===== src/rtl/hazard_stall_ctrl_pkg.sv =====
// Shared encodings and defaults for the pipeline stall controller.
package hazard_stall_ctrl_pkg;

  // Tuse value for an operand that the instruction does not read.
  localparam logic [1:0] TUSE_NONE = 2'd3;

  // Tnew: cycles after entering E until the result can be forwarded.
  localparam logic [1:0] TNEW_LINK = 2'd0;
  localparam logic [1:0] TNEW_ALU  = 2'd1;
  localparam logic [1:0] TNEW_LOAD = 2'd2;

  localparam int unsigned MULT_CYC_DEF = 5;
  localparam int unsigned DIV_CYC_DEF  = 10;

  // Destination register and remaining Tnew of one shadowed stage.
  typedef struct packed {
    logic [4:0] wdst;
    logic [1:0] tnew;
  } stage_t;

  // Tnew one stage later, held at zero once the result exists.
  function automatic logic [1:0] tnew_age(input logic [1:0] tnew);
    return (tnew == TNEW_LINK) ? TNEW_LINK : tnew - 2'd1;
  endfunction

  // True when source register src is needed before an older E or M
  // instruction can supply it. $0 and unread operands never hazard.
  function automatic logic src_hazard(input logic [4:0] src,
                                      input logic [1:0] tuse,
                                      input stage_t     e_stg,
                                      input stage_t     m_stg);
    return (src != '0) && (tuse != TUSE_NONE) &&
           (((src == e_stg.wdst) && (tuse < e_stg.tnew)) ||
            ((src == m_stg.wdst) && (tuse < m_stg.tnew)));
  endfunction

endpackage


===== src/rtl/hazard_stall_ctrl_if.sv =====
// D-stage hazard information in, pipeline hold/bubble controls out.
interface hazard_stall_ctrl_if #(
  parameter int unsigned PERF_W = 32
);
  logic [4:0]        d_rs;
  logic [4:0]        d_rt;
  logic [1:0]        d_tuse_rs;
  logic [1:0]        d_tuse_rt;
  logic [4:0]        d_wdst;
  logic [1:0]        d_tnew;
  logic              d_md_start;
  logic              d_md_div;
  logic              d_md_use;
  logic              pc_en;
  logic              ifid_en;
  logic              idex_clr;
  logic              md_busy;
  logic [PERF_W-1:0] stall_cnt;

  modport master (
    output d_rs, d_rt, d_tuse_rs, d_tuse_rt, d_wdst, d_tnew,
           d_md_start, d_md_div, d_md_use,
    input  pc_en, ifid_en, idex_clr, md_busy, stall_cnt
  );

  modport slave (
    input  d_rs, d_rt, d_tuse_rs, d_tuse_rt, d_wdst, d_tnew,
           d_md_start, d_md_div, d_md_use,
    output pc_en, ifid_en, idex_clr, md_busy, stall_cnt
  );
endinterface


===== src/rtl/hazard_stall_ctrl_md.sv =====
// Multiply/divide busy counter: loads when an MD op sits in E, then
// counts down; busy while the op is in E or the count is nonzero.
module md_busy_counter
  import hazard_stall_ctrl_pkg::*;
#(
  parameter int unsigned MULT_CYC = MULT_CYC_DEF,
  parameter int unsigned DIV_CYC  = DIV_CYC_DEF,
  parameter int unsigned CNT_W    = 4
) (
  input  logic clk,
  input  logic clr_n,
  input  logic start,
  input  logic div,
  output logic busy
);

  logic [CNT_W-1:0] cnt;

  // Load the op latency when it leaves E, otherwise drain to zero.
  always_ff @(posedge clk or negedge clr_n) begin
    if (!clr_n) begin
      cnt <= '0;
    end else if (start) begin
      cnt <= div ? CNT_W'(DIV_CYC) : CNT_W'(MULT_CYC);
    end else if (cnt != '0) begin
      cnt <= cnt - CNT_W'(1);
    end
  end

  assign busy = start || (cnt != '0);

endmodule


===== src/rtl/hazard_stall_ctrl.sv =====
// Stall controller for the 5-stage pipeline: holds PC and IF/ID and
// bubbles ID/EX on data or multiply/divide hazards.
module hazard_stall_ctrl
  import hazard_stall_ctrl_pkg::*;
#(
  parameter int unsigned MULT_CYC = MULT_CYC_DEF,
  parameter int unsigned DIV_CYC  = DIV_CYC_DEF,
  parameter int unsigned CNT_W    = 4,
  parameter int unsigned PERF_W   = 32
) (
  input  logic                 clk,
  input  logic                 clr_n,
  hazard_stall_ctrl_if.slave   bus
);

  stage_t            e_stg;
  stage_t            m_stg;
  logic              e_md;
  logic              e_md_div;
  logic              stall_rs;
  logic              stall_rt;
  logic              stall_md;
  logic              stall;
  logic              md_busy;
  logic [PERF_W-1:0] stall_cnt;

  // Same-cycle hazard detection against the E and M shadow stages.
  always_comb begin
    stall_rs = src_hazard(bus.d_rs, bus.d_tuse_rs, e_stg, m_stg);
    stall_rt = src_hazard(bus.d_rt, bus.d_tuse_rt, e_stg, m_stg);
    stall_md = bus.d_md_use && md_busy;
    stall    = stall_rs || stall_rt || stall_md;
  end

  // Shadow E/M pipeline; a stall puts a bubble in E but never freezes M.
  always_ff @(posedge clk or negedge clr_n) begin
    if (!clr_n) begin
      e_stg    <= '0;
      e_md     <= 1'b0;
      e_md_div <= 1'b0;
      m_stg    <= '0;
    end else begin
      if (stall) begin
        e_stg    <= '0;
        e_md     <= 1'b0;
        e_md_div <= 1'b0;
      end else begin
        e_stg.wdst <= bus.d_wdst;
        e_stg.tnew <= bus.d_tnew;
        e_md       <= bus.d_md_start;
        e_md_div   <= bus.d_md_div;
      end
      m_stg.wdst <= e_stg.wdst;
      m_stg.tnew <= tnew_age(e_stg.tnew);
    end
  end

  // Saturating count of stall cycles; overlapping causes count once.
  always_ff @(posedge clk or negedge clr_n) begin
    if (!clr_n) begin
      stall_cnt <= '0;
    end else if (stall && (stall_cnt != '1)) begin
      stall_cnt <= stall_cnt + PERF_W'(1);
    end
  end

  md_busy_counter #(
    .MULT_CYC (MULT_CYC),
    .DIV_CYC  (DIV_CYC),
    .CNT_W    (CNT_W)
  ) u_md_busy (
    .clk   (clk),
    .clr_n (clr_n),
    .start (e_md),
    .div   (e_md_div),
    .busy  (md_busy)
  );

  assign bus.pc_en     = ~stall;
  assign bus.ifid_en   = ~stall;
  assign bus.idex_clr  = stall;
  assign bus.md_busy   = md_busy;
  assign bus.stall_cnt = stall_cnt;

endmodule

===== src/flat_wrapper.sv =====
// flat-port wrapper written by rule: the top's interface ports become plain ports
module hazard_stall_ctrl_flat import hazard_stall_ctrl_pkg::*;
#(
  parameter int unsigned MULT_CYC = MULT_CYC_DEF,
  parameter int unsigned DIV_CYC  = DIV_CYC_DEF,
  parameter int unsigned CNT_W    = 4,
  parameter int unsigned PERF_W   = 32
)
  (clk, clr_n, bus_d_rs, bus_d_rt, bus_d_tuse_rs, bus_d_tuse_rt, bus_d_wdst, bus_d_tnew, bus_d_md_start, bus_d_md_div, bus_d_md_use, bus_pc_en, bus_ifid_en, bus_idex_clr, bus_md_busy, bus_stall_cnt);
  hazard_stall_ctrl_if #(.PERF_W(PERF_W)) bus_i ();
  input  logic clk;
  input  logic clr_n;
  input wire logic [$bits(bus_i.d_rs)-1:0] bus_d_rs;
  input wire logic [$bits(bus_i.d_rt)-1:0] bus_d_rt;
  input wire logic [$bits(bus_i.d_tuse_rs)-1:0] bus_d_tuse_rs;
  input wire logic [$bits(bus_i.d_tuse_rt)-1:0] bus_d_tuse_rt;
  input wire logic [$bits(bus_i.d_wdst)-1:0] bus_d_wdst;
  input wire logic [$bits(bus_i.d_tnew)-1:0] bus_d_tnew;
  input wire logic [$bits(bus_i.d_md_start)-1:0] bus_d_md_start;
  input wire logic [$bits(bus_i.d_md_div)-1:0] bus_d_md_div;
  input wire logic [$bits(bus_i.d_md_use)-1:0] bus_d_md_use;
  output wire logic [$bits(bus_i.pc_en)-1:0] bus_pc_en;
  output wire logic [$bits(bus_i.ifid_en)-1:0] bus_ifid_en;
  output wire logic [$bits(bus_i.idex_clr)-1:0] bus_idex_clr;
  output wire logic [$bits(bus_i.md_busy)-1:0] bus_md_busy;
  output wire logic [$bits(bus_i.stall_cnt)-1:0] bus_stall_cnt;
  assign bus_i.d_rs = bus_d_rs;
  assign bus_i.d_rt = bus_d_rt;
  assign bus_i.d_tuse_rs = bus_d_tuse_rs;
  assign bus_i.d_tuse_rt = bus_d_tuse_rt;
  assign bus_i.d_wdst = bus_d_wdst;
  assign bus_i.d_tnew = bus_d_tnew;
  assign bus_i.d_md_start = bus_d_md_start;
  assign bus_i.d_md_div = bus_d_md_div;
  assign bus_i.d_md_use = bus_d_md_use;
  assign bus_pc_en = bus_i.pc_en;
  assign bus_ifid_en = bus_i.ifid_en;
  assign bus_idex_clr = bus_i.idex_clr;
  assign bus_md_busy = bus_i.md_busy;
  assign bus_stall_cnt = bus_i.stall_cnt;
  hazard_stall_ctrl #(.MULT_CYC(MULT_CYC), .DIV_CYC(DIV_CYC), .CNT_W(CNT_W), .PERF_W(PERF_W)) u_core (.clk(clk), .clr_n(clr_n), .bus(bus_i));
endmodule

===== config.mk =====
export PLATFORM = sky130hd
export DESIGN_NAME = hazard_stall_ctrl_flat
export DESIGN_NICKNAME = d
export VERILOG_FILES = /design/src/rtl/hazard_stall_ctrl_pkg.sv /design/src/rtl/hazard_stall_ctrl_if.sv /design/src/rtl/hazard_stall_ctrl_md.sv /design/src/rtl/hazard_stall_ctrl.sv /design/src/flat_wrapper.sv
export SDC_FILE = /design/constraint.sdc
export NUM_CORES = 1
export LEC_CHECK = 0
export BUFFER_PORTS_ARGS = -buffer_cell sky130_fd_sc_hd__buf_2
export CAP_MARGIN = 30
export CORE_MARGIN = 8
export CORE_UTILIZATION = 35
export DETAILED_ROUTE_END_ITERATION = 10
export HOLD_SLACK_MARGIN = 0.1
export SYNTH_ARGS = -nofsm -noshare
export SYNTH_HDL_FRONTEND = slang
export SYNTH_SLANG_ARGS = --single-unit

===== constraint.sdc =====
create_clock -name clk -period 2.8 [get_ports clk]
set_input_delay 0.42 -clock clk [delete_from_list [all_inputs] [get_ports clk]]
set_output_delay 0.42 -clock clk [all_outputs]
set_load 0.02 [all_outputs]

Yosys cells after proc, flatten, opt, wreduce, memory -nomap -nowiden
Cells that the tools add are included.
{"block": "totals", "latchBits": 0, "romBits": 0, "word_cells": 50, "reg_bits": 52, "in_bits": 26, "n_memories": 0, "ramBits": 0}
{"block": "op_classes", "div_mod_pow": 0, "n_bitwise": 1, "addsub": 3, "n_shift": 0, "mul": 0, "mux": 7, "n_lt_le_gt_ge": 4, "eq_ne": 7, "n_reduce_logical": 20}
{"operator": "adder 32 x 1 -> 32 bit (second input constant)", "n": 1}
{"operator": "inequality test 32 bit (second input constant)", "n": 1}
{"operator": "== test 5 bit", "n": 4}
{"operator": "2-to-1 mux 4 bit", "n": 3}
{"operator": "logical AND 1 bit", "n": 10}
{"operator": "nonzero test 5 bit", "n": 2}
{"operator": "less-than comparator 2 bit", "n": 4}
{"operator": "2-to-1 mux 7 bit", "n": 1}
{"operator": "logical OR 1 bit", "n": 5}
{"operator": "inequality test 2 bit (second input constant)", "n": 2}
{"operator": "nonzero test 4 bit", "n": 1}
{"operator": "subtractor 4 x 1 -> 4 bit (second input constant)", "n": 1}
{"operator": "logical NOT 2 bit", "n": 1}
{"operator": "2-to-1 mux 1 bit", "n": 2}
{"operator": "2-to-1 mux 2 bit", "n": 1}
{"operator": "nonzero test 2 bit", "n": 1}
{"operator": "subtractor 2 x 1 -> 2 bit (second input constant)", "n": 1}
{"operator": "inverter 1 bit", "n": 1}

Longest topological paths before layout
{"block": "depth", "word_depth": 7, "depth_mapped": 10, "ltp_nobuf": 9}

Modules after synthesis
Synthesis repeated with hierarchy kept, for this count alone.
{"block": "hier_totals", "cells_unflattened": 257, "hier_area_um2": 2776.4}
{"mod": "hazard_stall_ctrl", "instances": 1, "area_each_um2": 2534.9, "cells_per_inst": 235, "seq_area_each_um2": 1201.2}
{"mod": "md_busy_counter", "instances": 1, "area_each_um2": 241.5, "cells_per_inst": 22, "seq_area_each_um2": 100.1}

Worst setup path before layout
No wires, ideal clock.
{"block": "synth_timing", "kind": "reg2out", "startpoint": "register u_core.u_md_busy.cnt[0]", "endpoint": "output bus_pc_en", "setup_slack_ps": 211, "arrival_time_ps": 2169, "path_stages_with_launch": 10, "cell_sequence": "dfrtp_1 > inv_1 > ha_1 > nor3b_1 > nand2b_1 > nand2_1 > o221a_1 > buf_4 > clkbuf_1 > buf_4"}
{"block": "synth_between", "elab_chain_len": 5}
{"element": "from (decl)", "line_no": "hazard_stall_ctrl_md.sv:17", "text": "logic [CNT_W-1:0] cnt;"}
{"element": "from (signal assigned)", "line_no": "hazard_stall_ctrl_md.sv:24", "text": "cnt <= div ? CNT_W'(DIV_CYC) : CNT_W'(MULT_CYC);"}
{"element": "from (signal assigned)", "line_no": "hazard_stall_ctrl_md.sv:26", "text": "cnt <= cnt - CNT_W'(1);"}
{"element": "nonzero test 4 bit", "line_no": "hazard_stall_ctrl_md.sv:30", "text": "assign busy = start || (cnt != '0);"}
{"element": "logical OR 1 bit", "line_no": "hazard_stall_ctrl_md.sv:30"}
{"element": "named net bus_md_busy", "line_no": "flat_wrapper.sv:25", "text": "output wire logic [$bits(bus_i.md_busy)-1:0] bus_md_busy;"}
{"element": "logical AND 1 bit", "line_no": "hazard_stall_ctrl.sv:31", "text": "stall_md = bus.d_md_use && md_busy;"}
{"element": "logical OR 1 bit", "line_no": "hazard_stall_ctrl.sv:32", "text": "stall = stall_rs || stall_rt || stall_md;"}
{"element": "inverter 1 bit"}
{"element": "to (decl)", "line_no": "flat_wrapper.sv:22", "text": "output wire logic [$bits(bus_i.pc_en)-1:0] bus_pc_en;"}
The timed path passes the listed nets, and every way through them passes these cells.

Worst setup path after layout
{"block": "layout_timing", "startpoint": "register u_core.e_stg[1] (netlist name)", "endpoint": "output bus_idex_clr"}
{"block": "layout_between", "elab_chain_len": 6, "word_cells_on_any_way": 10, "classes_between": "order compare: 2; reduce/logical: 8"}
{"element": "from (decl)", "line_no": "hazard_stall_ctrl.sv:16", "text": "stage_t e_stg;"}
{"element": "less-than comparator 2 bit", "line_no": "hazard_stall_ctrl_pkg.sv:33", "text": "(((src == e_stg.wdst) && (tuse < e_stg.tnew)) ||"}
{"element": "logical AND 1 bit", "line_no": "hazard_stall_ctrl_pkg.sv:33"}
{"element": "logical OR 1 bit", "line_no": "hazard_stall_ctrl_pkg.sv:33"}
{"element": "logical AND 1 bit", "line_no": "hazard_stall_ctrl_pkg.sv:32", "text": "return (src != '0) && (tuse != TUSE_NONE) &&"}
{"element": "logical OR 1 bit (*) (2 in series)", "line_no": "hazard_stall_ctrl.sv:32"}
{"element": "to (decl)", "line_no": "flat_wrapper.sv:24", "text": "output wire logic [$bits(bus_i.idex_clr)-1:0] bus_idex_clr;"}
Mark *: on every way between the ends. The rest lies on a longest branch, timed or not.

==> impl_metrics.tcl <==
set metrics [dict create \
    run_status "finished clean" \
    syn-cell-area_um2 2750 \
    final_layout_size_suffix_gt1_frac 0.283 \
    slew-limit-headroom 0.614 \
    syn2layout_area_growth_pct 20.8 \
    gp_congestion 0.908 \
    numCtsBuffers 5 \
    gr-total-overflow 0 \
    n_antenna_cell 0 \
    clock-sinks 52 \
    hold_violations 0 \
    finalSetupViolations 0 \
    fin_tns_setup_ps 0 \
    ys_seq_area_frac 0.474 \
    syn-num-nets 284 \
    fmax_mhz 385 \
    grt_pass1_vias 2236 \
    die_x_um 105 \
    worstReg2RegEnd "u_core.bus.stall_cnt[1]$_DFFE_PN0P_" \
    clock_latency_ps 300 \
    synth_top_cell_area_share 0.474 \
    drtPass1Iterations 4 \
    root_buffer "clkbuf_8" \
    ff2ff_setup_slack_ps 550 \
    clk_pin_slew_worst_paths_ps 90 \
    synth-seq-cells 52 \
    min_period_over_period 0.928 \
    required_ps 2380 \
    grt_start_max_net_pins 37 \
    antenna_found_initial 0 \
    critPathSlowestCell "dfrtp_1" \
    synthArstFlopShare 1.00 \
    yosys.area.top_type "dfrtp_1" \
    hpwl_mm 5.00 \
    critPathKind "register to output port" \
    fin_area_um2 3320 \
    clock_skew_ps 13.3 \
    worstRegToRegCells 8 \
    synthTopCellsByArea "dfrtp_1 (47%), xor2_1 (15%), ha_1 (3.2%)" \
    drtAntennaViolNets 0 \
    synthFlopType "dfrtp_1" \
    yosysWarnings 0 \
    irDropWorstVdd_v 0.000425 \
    grt_pass1_wl_mm 11.0 \
    dieArea_um2 10900 \
    cts_max_path_buffers 2 \
    p_leak_nw 1.72 \
    postSynthAreaPerCell_um2 10.9 \
    worstMarginPinSlew_ps 580 \
    dpl.cell_count 412 \
    cts_tree "yes" \
    ios 62 \
    rows 32 \
    critPathMaxFanout 36 \
    rr_startpoint "u_core.e_stg[1]$_DFF_PN0_" \
    netlist-cell-type-count 41 \
    cp-start-kind "register" \
    wl_mm 6.50 \
    core-area_um2 7650 \
    dpl_cell_area_um2 3190 \
    cpPeakStageDelay_ps 380 \
    syn_inst 251 \
    whs_ps 103 \
    finalPower_mw 2.12 \
    rsz0062_at_grt "false" \
    drv_slew 0 \
    final_common_cell "buf_2" \
    io_buffers 61 \
    hp-class "input port to async pin" \
    period_needed_ps 2600 \
    powerDensity_nw_per_um2 639 \
    drt_iter0_markers 63 \
    worst_ep_arrival_time_ps 2180 \
    drc 0 \
    drv_cap 0 \
    viasPerCell 5.10 \
    die_h_um 105 \
    synth_edf_count 0 \
    worst_setup_path_end_kind "output port" \
    fin_cells 420 \
    path_cells "inv_1 -> ha_1 -> a211oi_1 -> a22oi_1 -> o221a_2 -> buf_12 -> inv_2 -> buf_2" \
    grt_usage 0.121 \
    detail_route.wl_per_cell_um 15.5 \
    start_util 0.359 \
    nets 350 \
    htreeDepth 2 \
    via_count 2141 \
    final_cell_mix "buf_2 (61), dfrtp_1 (52), xor2_1 (48)" \
]
==> worst max path at each step <==
stage,startpoint,endpoint,depth (start not counted)
floorplan,u_core.u_md_busy.cnt[0]$_DFFE_PN0N_,bus_pc_en,9
global placement,bus_d_rt[0],bus_idex_clr,7
detailed placement,bus_d_rs[0],bus_idex_clr,7
CTS,u_core.u_md_busy.cnt[0]$_DFFE_PN0N_,bus_idex_clr,9
global route,u_core.e_stg[1]$_DFF_PN0_,bus_idex_clr,8
finish,u_core.e_stg[1]$_DFF_PN0_,bus_idex_clr,8
==> per-stage QoR <==
step	setup slack, ps	utilization
global route	20.6	0.434
detailed placement	368	0.417
floorplan	211	-
finish	202	0.434
global placement	376	0.417
CTS	37.5	0.433
==> where the power goes <==
part / total (mW) / internal (mW) / switching (mW)
clock: 0.557 / 0.316 / 0.241
sequential: 0.993 / 0.866 / 0.127
combinational: 0.569 / 0.241 / 0.329
==> metal layers <==
metal	GRT usage	vias up	share of wire
li1	-	1015	-
met1	0.153	1047	0.46
met2	0.192	65	0.47
met3	0.0375	14	0.056
met4	0.0387	0	0.015
met5	0	-	0
==> synth_stat cells, drive strengths merged, types with 5 or more instances <==
master,n
nand2,14
nand3,14
and4,5
nor3,10
inv,6
and2,12
buf,5
xor2,48
nor2,12
ha,7
nor4,14
nand4,7
and3,7
nand2b,5
dfrtp,52
==> layout make-up <==
type | count | area (um^2)
flip-flops and latches | 52 | 1300
clock inverters | 1 | 30.0
well taps | 102 | 128
fillers | 772 | 4330
clock buffers | 7 | 96.3
multi-input cells | 186 | 1390
repair buffers | 66 | 355
inverters | 6 | 22.5
==> logic make-up (layout without fill, tap and decap cells) <==
logic type / after synthesis / after routing / share of synthesized area
compound gates: 13 / 13 / 0.0360
xor+xnor: 52 / 52 / 0.166
fa+ha+maj: 7 / 7 / 0.0319
buf+inv: 13 / 80 / 0.0237
flops: 52 / 52 / 0.474
mux: 4 / 4 / 0.0159
simple gates: 110 / 110 / 0.253
==> worst max-delay path: cells and delay by family (launching register included) <==
family / cells / cell delay (ps)
DFF: 1 / 380
AOI/OAI and AO/OA: 3 / 700
buffers and inverters: 4 / 570
adders and majority gates: 1 / 240
==> registers in the layout (all words and copies together), names as in the netlist <==
register and flops:
u_core.m_stg 7, u_core.bus.stall_cnt 32, u_core.e_md_div 1, u_core.u_md_busy.cnt 4, u_core.e_stg 7, u_core.e_md 1
==> timing repair <==
item                                    4_1_cts  5_1_grt
endpoints found under the hold margin         0        0
resized for setup                             0        2
hold buffers                                  0        0
buffers inserted                              0        0
endpoints found under the setup margin        0        2
Note: power is estimated with default switching activity, not from simulation.
